$ cat config.mk
export PLATFORM = sky130hd
export DESIGN_NAME = opr_phase_sequencer
export DESIGN_NICKNAME = d
export VERILOG_FILES = /design/src/rtl/pdp8_seq_defs.sv /design/src/rtl/opr_phase_sequencer_phase_timer.sv /design/src/rtl/opr_phase_sequencer.sv
export SDC_FILE = /design/constraint.sdc
export NUM_CORES = 1
export LEC_CHECK = 0
export CORE_UTILIZATION = 40
export CTS_CLUSTER_DIAMETER = 200
export DETAILED_ROUTE_END_ITERATION = 16
export PLACE_DENSITY = 0.84
export SLEW_MARGIN = 0
export SYNTH_ARGS = -nofsm -noshare
export SYNTH_HDL_FRONTEND = slang
export SYNTH_HIERARCHICAL = 1
export SYNTH_SLANG_ARGS = --single-unit
export TNS_END_PERCENT = 10
$ cat constraint.sdc
create_clock -name clk -period 2.2 [get_ports clk]
set_clock_uncertainty 0.2 [all_clocks]
set_input_delay 0.22 -clock clk [delete_from_list [all_inputs] [get_ports clk]]
set_output_delay 0.22 -clock clk [all_outputs]
set_load 0.01 [all_outputs]
$ cat src/rtl/pdp8_seq_defs.sv
// Shared definitions for the instruction phase sequencer: state encodings,
// default step count and step-number width.
package pdp8_seq_defs;

  localparam int STEP_W            = 3;
  localparam int DEFAULT_NUM_STEPS = 5;

  typedef enum logic [2:0] {
    ST_IDLE = 3'd0,
    ST_CK   = 3'd1,
    ST_STB  = 3'd2,
    ST_WAIT = 3'd3,
    ST_ERR  = 3'd4
  } seq_state_e;

  // Counter width able to hold (longest phase length - 1), never below 1.
  function automatic int cnt_width(input int a, input int b);
    int m;
    m = (a > b) ? a : b;
    return (m > 1) ? $clog2(m) : 1;
  endfunction

endpackage

$ cat src/rtl/opr_phase_sequencer_phase_timer.sv
// Loadable down-counter with a terminal flag; times one ck or stb phase.
module phase_timer #(
  parameter int CNT_W = 1
) (
  input  logic             clk,
  input  logic             srst,
  input  logic             load,
  input  logic [CNT_W-1:0] load_val,
  output logic             terminal
);

  logic [CNT_W-1:0] cnt_reg;

  always_ff @(posedge clk) begin
    if (srst) begin
      cnt_reg <= '0;
    end else if (load) begin
      cnt_reg <= load_val;
    end else if (cnt_reg != '0) begin
      cnt_reg <= cnt_reg - 1'b1;
    end
  end

  assign terminal = (cnt_reg == '0);

endmodule

$ cat src/rtl/opr_phase_sequencer.sv
// Per-instruction ck/stb step sequencer. Optional single-step pause is
// enabled by defining OPR_SEQ_SINGLE_STEP_EN.
module opr_phase_sequencer
  import pdp8_seq_defs::*;
#(
  parameter int NUM_STEPS  = DEFAULT_NUM_STEPS,
  parameter int CK_CYCLES  = 1,
  parameter int STB_CYCLES = 1
) (
  input  logic                 clk,
  input  logic                 reset,
  input  logic                 start,
  input  logic                 halt,
  input  logic                 done,
  input  logic                 single_step,
  input  logic                 cont,
  output logic [NUM_STEPS-1:0] ck,
  output logic [NUM_STEPS-1:0] stb,
  output logic [STEP_W-1:0]    step,
  output logic                 busy,
  output logic                 instr_done,
  output logic                 seq_err
);

  localparam int CNT_W = cnt_width(CK_CYCLES, STB_CYCLES);
  localparam logic [CNT_W-1:0]  CK_LOAD   = CNT_W'(CK_CYCLES - 1);
  localparam logic [CNT_W-1:0]  STB_LOAD  = CNT_W'(STB_CYCLES - 1);
  localparam logic [STEP_W-1:0] LAST_STEP = STEP_W'(NUM_STEPS);

  seq_state_e        state_reg;
  logic [STEP_W-1:0] step_reg;
  logic              instr_done_reg;
  logic              seq_err_reg;

  logic              timer_load;
  logic [CNT_W-1:0]  timer_load_val;
  logic              phase_end;

  phase_timer #(.CNT_W(CNT_W)) u_phase_timer (
    .clk      (clk),
    .srst     (reset),
    .load     (timer_load),
    .load_val (timer_load_val),
    .terminal (phase_end)
  );

  // Reload the shared timer on every entry into a ck or stb phase.
  always_comb begin
    timer_load     = 1'b0;
    timer_load_val = CK_LOAD;
    case (state_reg)
      ST_IDLE: timer_load = start && !halt;
      ST_CK: begin
        timer_load     = phase_end && !done;
        timer_load_val = STB_LOAD;
      end
      ST_STB:  timer_load = phase_end && (step_reg != LAST_STEP);
`ifdef OPR_SEQ_SINGLE_STEP_EN
      ST_WAIT: timer_load = cont;
`endif
      default: timer_load = 1'b0;
    endcase
  end

  always_ff @(posedge clk) begin
    if (reset) begin
      state_reg      <= ST_IDLE;
      step_reg       <= '0;
      instr_done_reg <= 1'b0;
      seq_err_reg    <= 1'b0;
    end else begin
      instr_done_reg <= 1'b0;
      case (state_reg)
        ST_IDLE: begin
          if (start && !halt) begin
            state_reg <= ST_CK;
            step_reg  <= STEP_W'(1);
          end
        end
        ST_CK: begin
          if (done) begin
            state_reg      <= ST_IDLE;
            step_reg       <= '0;
            instr_done_reg <= 1'b1;
          end else if (phase_end) begin
            state_reg <= ST_STB;
          end
        end
        ST_STB: begin
          if (phase_end) begin
            if (step_reg == LAST_STEP) begin
              state_reg   <= ST_ERR;
              step_reg    <= '0;
              seq_err_reg <= 1'b1;
`ifdef OPR_SEQ_SINGLE_STEP_EN
            end else if (single_step) begin
              state_reg <= ST_WAIT;
`endif
            end else begin
              state_reg <= ST_CK;
              step_reg  <= step_reg + 1'b1;
            end
          end
        end
`ifdef OPR_SEQ_SINGLE_STEP_EN
        ST_WAIT: begin
          if (cont) begin
            state_reg <= ST_CK;
            step_reg  <= step_reg + 1'b1;
          end
        end
`endif
        ST_ERR:  state_reg <= ST_ERR;
        default: begin
          state_reg <= ST_IDLE;
          step_reg  <= '0;
        end
      endcase
    end
  end

`ifndef OPR_SEQ_SINGLE_STEP_EN
  wire unused_single_step = ^{single_step, cont};
`endif

  // One-hot strobes decoded purely from registered state and step.
  for (genvar gi = 0; gi < NUM_STEPS; gi++) begin : g_strobe
    assign ck[gi]  = (state_reg == ST_CK)  && (step_reg == STEP_W'(gi + 1));
    assign stb[gi] = (state_reg == ST_STB) && (step_reg == STEP_W'(gi + 1));
  end

  assign step       = step_reg;
  assign busy       = (state_reg == ST_CK) || (state_reg == ST_STB) || (state_reg == ST_WAIT);
  assign instr_done = instr_done_reg;
  assign seq_err    = seq_err_reg;

endmodule
==> metrics, run 1 <==
post-synth top area cell=dfxtp_1; part of the power in registers=31.1%; hold endpoint=seq_err; cell with the most instances after synthesis=nor2_1; P_leak=0.4090 nW; full die area=roughly 0.0016 mm²; syn avg cell area=around 8 µm²; wire per inst=approximately 12 µm; crit path time final=between 2 and 2.5 ns; Synth top area share=30.32%; GRT Util Overall=19.36%; vias in the first global route=around 500; DRC Markers=0; VDD IR max=0.0005447 V; Worst-path clk slew=0.06 ns; Starting Density=about 45%; CP arrival=around 1.7 ns; Chip Width=about 41 µm; flops & latches, synth=9; CP Max Fanout=8; CTS sink count=9; CP max stage delay=approximately 0.53 ns; DR vias=between 600 and 700; Seq/Total Area, Yosys=around 30%; top_reg_cell synth=dfxtp_1; P_int=401.9 µW; Switching Share=about two fifths; R2R cell count=5; max-cap check violation count=0; Power, Total=between 600 and 700 µW; Peak Freq=between 400 and 500 MHz; fin crit share=between 90% and 100%; clock power share=a little over a fifth; post-synth net total=84; DRT antenna net count=0; core area=between 0.001 and 0.0015 mm²; Layout Cells excl Fill=approximately 110; FP Rows=13; Fin. Hold Viols=0; PD cells=slightly below 800 mW/mm²; hpwl dp=~950 µm; GPL Wtd Cong=~0.9; io pins=23; total global routing overflow=0; top cells by count, synth=nor2_1 (19), dfxtp_1 (9), a21oi_1 (5); # hold bufs at CTS=0; worst hold path stage count=2; reg2reg setup slack=0.40 ns; CTS root buf=clkbuf_4; Syn. warnings=6; CTS tree=yes; Setup TNS Final=0 ns; ys async rst share=0%; Startpoint Class=flop; Die H=slightly above 40 µm; Final Max Slew Viols=0; synthesized instance count=76; final setup fails=0; critical path class=flop to output port; WL final=1.359 mm; Final Util=a little over three fifths; hold path startpoint=seq_err; Worst setup EP type=output port; initial antenna violation count=0; distinct cell type count after synthesis=30; initial DRC count=27; reg-to-reg startpoint=state_reg[1]; Num CTS Buffers=3; first-pass GRT wire length=2.042 mm; largest net degree at the start of global routing=12; Placed Instance Area=about 800 µm²; ant diodes=0; Clk Latency, worst-skew pair=roughly 0.27 ns; final standard cell area without fillers=approximately 840 µm²; Post-synth EDFFs=0; # nets final=between 100 and 150; data required time at the worst endpoint=~1.8 ns; top post-synthesis cells by area=dfxtp_1 (30%), nor2_1 (12%), buf_6 (5.7%); outcome=finished clean; unrepaired setup endpoints after global routing=no; R2R Path End=step[1]; post-DR vias/cell=5.605; hold crit path type=flop to flop; fill cell total of the finished layout=118; share of cells above drive strength 1=between 10% and 20%; P_sw=roughly 250 µW; Critical-path top delay cell=clkdlybuf4s50_1; worst path cell trace=or3b_4 > nor2_1 > clkdlybuf4s50_1; drt pass-1 iters=4; Area Growth Syn to Fin=41.26%; clk buf depth=2; htree depth=1; Synth Cell Area=roughly 590 µm²; combinational power share=between 40% and 50%; Port Buffers=20; Inst Count DP=110
## cell usage in the layout (no fill, tap or decap), types with 2 or more instances in the layout
| master | count |
|---|---|
| a21oi_1 | 5 |
| and3b_1 | 3 |
| buf_4 | 3 |
| clkbuf_4 | 3 |
| clkdlybuf4s50_1 | 12 |
| dfxtp_1 | 6 |
| dfxtp_2 | 3 |
| dlygate4sd2_1 | 2 |
| dlymetal6s2s_1 | 6 |
| inv_1 | 3 |
| nand2_1 | 3 |
| nand3_1 | 2 |
| nand3b_1 | 3 |
| nor2_1 | 19 |
| nor3_1 | 3 |
| nor3b_1 | 2 |
| o21ai_1 | 2 |
| or3b_4 | 2 |
## worst max-delay path by stage
stage	start	slack [ns]	endpoint
after floorplan	step[0]	0.56	step[1]
after global placement	state_reg[0]	0.16	stb[0]
after detailed placement	state_reg[0]	0.16	stb[0]
after CTS	step[2]	-0.02	ck[3]
after global routing	state_reg[0]	0.008	stb[1]
final	state_reg[0]	0.06	stb[1]
## through the flow
step,hold WS (ns),setup slack [ns]
floorplan,0.1853,0.5590
global placement,0.2530,0.1643
detailed placement,0.2663,0.1639
CTS,0.2806,-0.02321
global route,0.2992,0.008109
finish,0.2706,0.06102
## critical path, delay by kind of cell (launching register included)
family | cells | cell delay [ns]
simple gates | 2 | 0.57
buf+inv | 1 | 0.53
flops | 1 | 0.34
## layer usage
layer,routed length [µm],vias to the layer above,GRT usage (%),part of all wire [%]
met3,85,3,5.556,6.3
li1,-,315,-,-
met5,0,-,0,0
met2,611,31,31.75,45
met1,635,290,21.52,47
met4,26,0,12.50,1.9
## timing repair
action                                  in CTS  in global routing
endpoints found under the setup margin      10                  8
pin swaps                                    0                  0
gates resized for setup                      5                  8
setup buffers                                0                  0
endpoints found under the hold margin        0                  0
## cell type report
type                            instances  area, µm²  area share, %
Clock buffer                            4      26.28          3.130
Multi-Input combinational cell         60      364.1          43.37
Tap cell                               15      18.77          2.235
Inverter                                3      11.26          1.341
Timing Repair Buffer                   23      235.2          28.02
Sequential cell                         9      183.9          21.91
## kinds of logic (layout without fill, tap and decap cells)
group,count (synthesis),count (layout),share of synthesized area [%]
adders and majority gates,1,1,2.105
and+or+nand+nor,44,44,40.00
AOI/OAI and AO/OA,14,14,17.69
other,1,1,0.6310
buffers and inverters,7,30,9.263
DFF,9,9,30.32
## power by group through the flow
stage               Sequential [mW]  Combinational (mW)  Clock, mW
floorplan                     0.217               0.204          0
finish                        0.202               0.311      0.137
global route                  0.207               0.338      0.139
detailed placement            0.204               0.295          0
global placement              0.204               0.290          0
CTS                           0.203               0.307      0.136
No activity file was read; power rests on OpenSTA's default activity.
==> run 2: changes to the inputs <==
--- a/config.mk
+++ b/config.mk
@@ -6,7 +6,9 @@
 export NUM_CORES = 1
 export LEC_CHECK = 0
+export ABC_CLOCK_PERIOD_IN_PS = 2200
 export CORE_UTILIZATION = 40
 export CTS_CLUSTER_DIAMETER = 200
 export DETAILED_ROUTE_END_ITERATION = 16
+export MAX_ROUTING_LAYER = met4
 export PLACE_DENSITY = 0.84
 export SLEW_MARGIN = 0
==> constraint.sdc (replaced) <==
create_clock -name clk -period 2.2 [get_ports clk]
set_clock_uncertainty 0.2 [all_clocks]
set_input_delay 0.44 -clock clk [delete_from_list [all_inputs] [get_ports clk]]
set_output_delay 0.44 -clock clk [all_outputs]
set_load 0.01 [all_outputs]
==> run 2 against run 1 <==
Effect of this change:
- worst hold slack better by 0.0057 ns
- sequential share of layout area is 1.3 points lower
- maximum frequency is 0.55% higher
- largest power group unchanged
- sequential power is 4% higher
- critical path type unchanged
==> metrics, run 2 (synthesized netlist as in run 1, its figures left out) <==
outcome=finished clean; CP arrival=1.49 ns (-0.23 ns); CTS root buf=clkbuf_4; total global routing overflow=0 (unchanged); ant diodes=0 (unchanged); final setup fails=0 (unchanged); setup bufs post-CTS=0 (unchanged); hold crit path type=flop to flop; htree depth=1 (unchanged); Worst-path clk slew=0.07 ns (about the same); hold path startpoint=seq_err; FP Rows=13 (unchanged); Clk Latency, worst-skew pair=0.26 ns (about the same); Die H=40.55 µm (unchanged); Area Growth Syn to Fin=50.53%; VDD IR max=0.0004230 V (-22%); initial antenna violation count=0 (unchanged); Worst setup EP type=output port; clk buf depth=2 (unchanged); Port Buffers=20 (unchanged); Fin Hold WS=0.2763 ns (+0.005660 ns); reg-to-reg startpoint=state_reg[1]; vias in the first global route=592 (+19%); largest net degree at the start of global routing=11 (-1); DRC Markers=0 (unchanged); CP max stage delay=0.47 ns (-0.06 ns); Final Max Slew Viols=0 (unchanged); share of cells above drive strength 1=23.85% (+7.7 points); critical path class=flop to output port; WL final=1.618 mm (+19%); first-pass GRT wire length=2.580 mm (+26%); PD cells=783.7 mW/mm² (+1.3%); commonest non-fill, non-tap cell in the layout=nor2_1; worst path cell trace=or3b_2 > nor2_1 > clkdlybuf4s15_1; most frequent cells in the layout=nor2_1 (19), buf_4 (13), clkdlybuf4s50_1 (10); Peak Freq=470.1 MHz (+0.55%); io pins=23 (unchanged); crit path time final=2.127 ns (-0.01176 ns); wire per inst=13.05 µm (+9.5%); Num CTS Buffers=3 (unchanged); crit path launch=step[0]; Chip Width=40.55 µm (unchanged); Inst Count DP=120 (+9.1%); DP Worst Slack=0.01292 ns (-0.1510 ns); Starting Density=44.56% (unchanged); full die area=0.001644 mm² (unchanged); hpwl dp=1.119 mm (+17%); Critical-path top delay cell=or3b_2; Fin. Hold Viols=0 (unchanged); unrepaired setup endpoints after global routing=no; GRT Util Overall=25.21% (+5.8 points); initial DRC count=25 (-7.4%); fin crit share=96.69% (-0.53 points); DR vias=678 (+6.1%); drt pass-1 iters=4 (unchanged); DRT antenna net count=0 (unchanged); CTS tree=yes; CTS sink count=9 (unchanged); data required time at the worst endpoint=1.56 ns (-0.22 ns); post-DR vias/cell=5.468 (-2.5%); max-cap check violation count=0 (unchanged); # nets final=118 (+9.3%); CP Max Fanout=5 (-3); P_leak=0.3977 nW (-2.8%); core area=0.001334 mm² (unchanged); Startpoint Class=flop; Layout Cells excl Fill=124 (+8.8%); setup ws final=0.07278 ns (+0.01176 ns); GPL Wtd Cong=0.9126 (+3.5%)
run 2: cell types whose count changed in the layout (fill, tap and decap cells not counted):
cell,before,now
clkdlybuf4s15_1,0,1
buf_4,3,13
dlygate4sd2_1,2,8
clkdlybuf4s50_1,12,10
dlymetal6s2s_1,6,1
run 2: final cells by class:
cell class	instances	area (µm²)
sequential	9	183.9
fill	116	439.2
timing repair buffer	33	290.3
multi-input combinational	60	364.1
clock buffer	4	26.28
inverter	3	11.26
tap	15	18.77
run 2: where the power goes:
part	leakage, nW	internal (mW)	switching (mW)
sequential	0.0743	0.190	0.0206
clock	0.0150	0.0701	0.0630
combinational	0.308	0.179	0.178
total	0.398	0.439	0.262
run 2: final timing paths:
path                   to  slack [ns]  cells past startpoint
setup / recovery   stb[0]        0.07                      3
hold / removal    seq_err        0.28                      2
setup reg to reg  step[1]        0.48                      5
hold reg to reg   seq_err        0.28                      2
run 2: what timing repair did:
| item | CTS | global route |
|---|---|---|
| hold buffers | 0 | 0 |
| endpoints found under the hold margin | 0 | 0 |
| gates resized for setup | 14 | 2 |
| setup endpoints to repair | 10 | 2 |
run 2: stage by stage:
stage / power (mW) / cell area, µm² / TNS (ns) / utilization (%)
after floorplan: 0.4212 / 594.3 / 0 / -
after global placement: 0.5364 / 867.1 / 0 / 65.01
after detailed placement: 0.5456 / 867.1 / 0 / 65.01
after CTS: 0.6979 / 890.9 / -0.1617 / 66.79
after global routing: 0.7428 / 894.6 / 0 / 67.07
final: 0.7011 / 894.6 / 0 / 67.07
run 2: worst max-delay path, delay by kind of cell, from the launching register on:
kind	cells	cell delay (ns)
buffers and inverters	1	0.25
DFF	1	0.36
and+or+nand+nor	2	0.61
run 2: metal layers:
metal / global-route usage [%] / vias up / wire [µm]
met5: - / - / 0
met4: 23.33 / 0 / 61
met3: 5.556 / 8 / 104
met2: 36.90 / 37 / 765
met1: 27.91 / 302 / 687
li1: - / 331 / -
==> run 3: changes to the inputs <==
SETUP_SLACK_MARGIN = 0.02   (was not set)
==> run 3 against run 2 <==
Effect of this change:
- utilization rose by 0.094 points
- cell count did not move
- setup slack got worse by 0.0054 ns
- largest power group unchanged
- critical endpoint unchanged
==> metrics, run 3 (synthesized netlist as in run 1, its figures left out) <==
register area=183.9 µm² (unchanged); vias in the first global route=592 (unchanged); highest metal used=met4; max-cap check violation count=0 (unchanged); Die H=40.55 µm (unchanged); Starting Density=44.56% (unchanged); initial antenna violation count=0 (unchanged); setup ws final=0.06743 ns (-0.005351 ns); commonest non-fill, non-tap cell in the layout=nor2_1; M1 WL=679 µm (-1.2%); Peak Freq=468.9 MHz (-0.25%); Final Util=67.17% (+0.094 points); Inst Count DP=120 (unchanged); Area Growth Syn to Fin=50.74%; ant diodes=0 (unchanged); CTS tree=yes; PD cells=786.6 mW/mm² (+0.37%); worst hold path stage count=2 (unchanged); wire length on met3=126 µm (+21%); final setup fails=0 (unchanged); CP arrival=1.49 ns (about the same); GRT Util Overall=25.21% (unchanged); full die area=0.001644 mm² (unchanged); R2R cell count=5 (unchanged); Worst setup EP type=output port; Fin. Hold Viols=0 (unchanged); post-DR vias/cell=5.548 (+1.5%); fill cell total of the finished layout=116 (unchanged); Port Buffers=20 (unchanged); unrepaired setup endpoints after global routing=yes; most frequent cells in the layout=nor2_1 (19), buf_4 (13), clkdlybuf4s50_1 (10); DP Worst Slack=0.01292 ns (unchanged); wire per inst=13.17 µm (+0.93%); clk buf depth=2 (unchanged); htree depth=1 (unchanged); core area=0.001334 mm² (unchanged); Crit path max-delay family=simple AND/OR/NAND/NOR gates; Startpoint Class=flop; FP Rows=13 (unchanged); Layout Cells excl Fill=124 (unchanged); Clk Latency, worst-skew pair=0.26 ns (about the same); Crit path depth=3 (unchanged); Chip Width=40.55 µm (unchanged); P_leak=0.3936 nW (-1.0%); data required time at the worst endpoint=1.56 ns (about the same); fin crit share=96.94% (+0.24 points); CTS root buf=clkbuf_4; VDD IR max=0.0004277 V (+1.1%); DRC Markers=0 (unchanged); hold crit path type=flop to flop; Critical-path top delay cell=or3b_2; WL final=1.633 mm (+0.93%); crit path time final=2.133 ns (+0.005351 ns); hpwl dp=1.119 mm (unchanged); largest net degree at the start of global routing=11 (unchanged); DR vias=688 (+1.5%); # nets final=118 (unchanged); outcome=finished clean; Worst-path clk slew=0.06 ns (about the same); CP bufs+invs=1 (unchanged); total global routing overflow=0 (unchanged); Num CTS Buffers=3 (unchanged); # hold bufs at CTS=0 (unchanged); CP max stage delay=0.47 ns (about the same); CTS sink count=9 (unchanged); drt pass-1 iters=4 (unchanged); GPL Wtd Cong=0.9126 (unchanged); first-pass GRT wire length=2.580 mm (unchanged); DRT antenna net count=0 (unchanged); io pins=23 (unchanged); initial DRC count=22 (-12%); routed wl met2=761 µm (-0.52%); worst path cell trace=or3b_2 > nor2_1 > clkdlybuf4s15_1; critical path class=flop to output port; Power, Total=704.7 µW (+0.51%); share of cells above drive strength 1=23.85% (unchanged); Final Max Slew Viols=0 (unchanged); CP Max Fanout=5 (unchanged); area of the multi-input gates=364.1 µm² (unchanged)
[run 3: cell count changes in the layout (fill, tap and decap cells not counted)]
cell | before | now
dlygate4sd2_1 | 8 | 7
clkdlybuf4s15_1 | 1 | 2
[run 3: where the power goes]
part	total (mW)	leakage, nW	switching, mW	internal (mW)
sequential	0.211	0.0743	0.0213	0.190
combinational	0.360	0.304	0.179	0.180
clock	0.134	0.0150	0.0637	0.0701
[run 3: repair_timing]
item	4_1_cts	5_1_grt
gates resized for setup	14	3
endpoints found under the setup margin	10	3
buffers inserted	0	0
[run 3: per-stage QoR]
stage	hold slack (ns)	instance area, µm²	TNS [ns]
floorplan	0.3007	594.3	0
global placement	0.2518	867.1	0
detailed placement	0.2636	867.1	0
CTS	0.2783	890.9	-0.1709
global route	0.3302	895.9	0
finish	0.2762	895.9	0
[run 3: path summary, 6_finish.rpt]
check | startpoint | end | slack [ns]
min | seq_err | seq_err | 0.28
max reg2reg | state_reg[1] | step[1] | 0.49
max | step[0] | stb[0] | 0.07
min reg2reg | seq_err | seq_err | 0.28
[run 3: area by class of cell]
| class | instances | area share (%) |
|---|---|---|
| Sequential cell | 9 | 20.53 |
| Inverter | 3 | 1.257 |
| Tap cell | 15 | 2.095 |
| Multi-Input combinational cell | 60 | 40.64 |
| Clock buffer | 4 | 2.933 |
| Timing Repair Buffer | 33 | 32.54 |
[run 3: metal layers]
metal  vias to the layer above  track usage [%]
li1                        333                -
met2                        40            36.90
met5                         -                -
met1                       305            27.91
met4                         0            23.33
met3                        10            5.556
[run 3: tightest hold or removal path: stages, from the launching register on]
cell and delay, ns:
dfxtp_1 0.32, a21oi_1 0.04, nor2_1 0.08
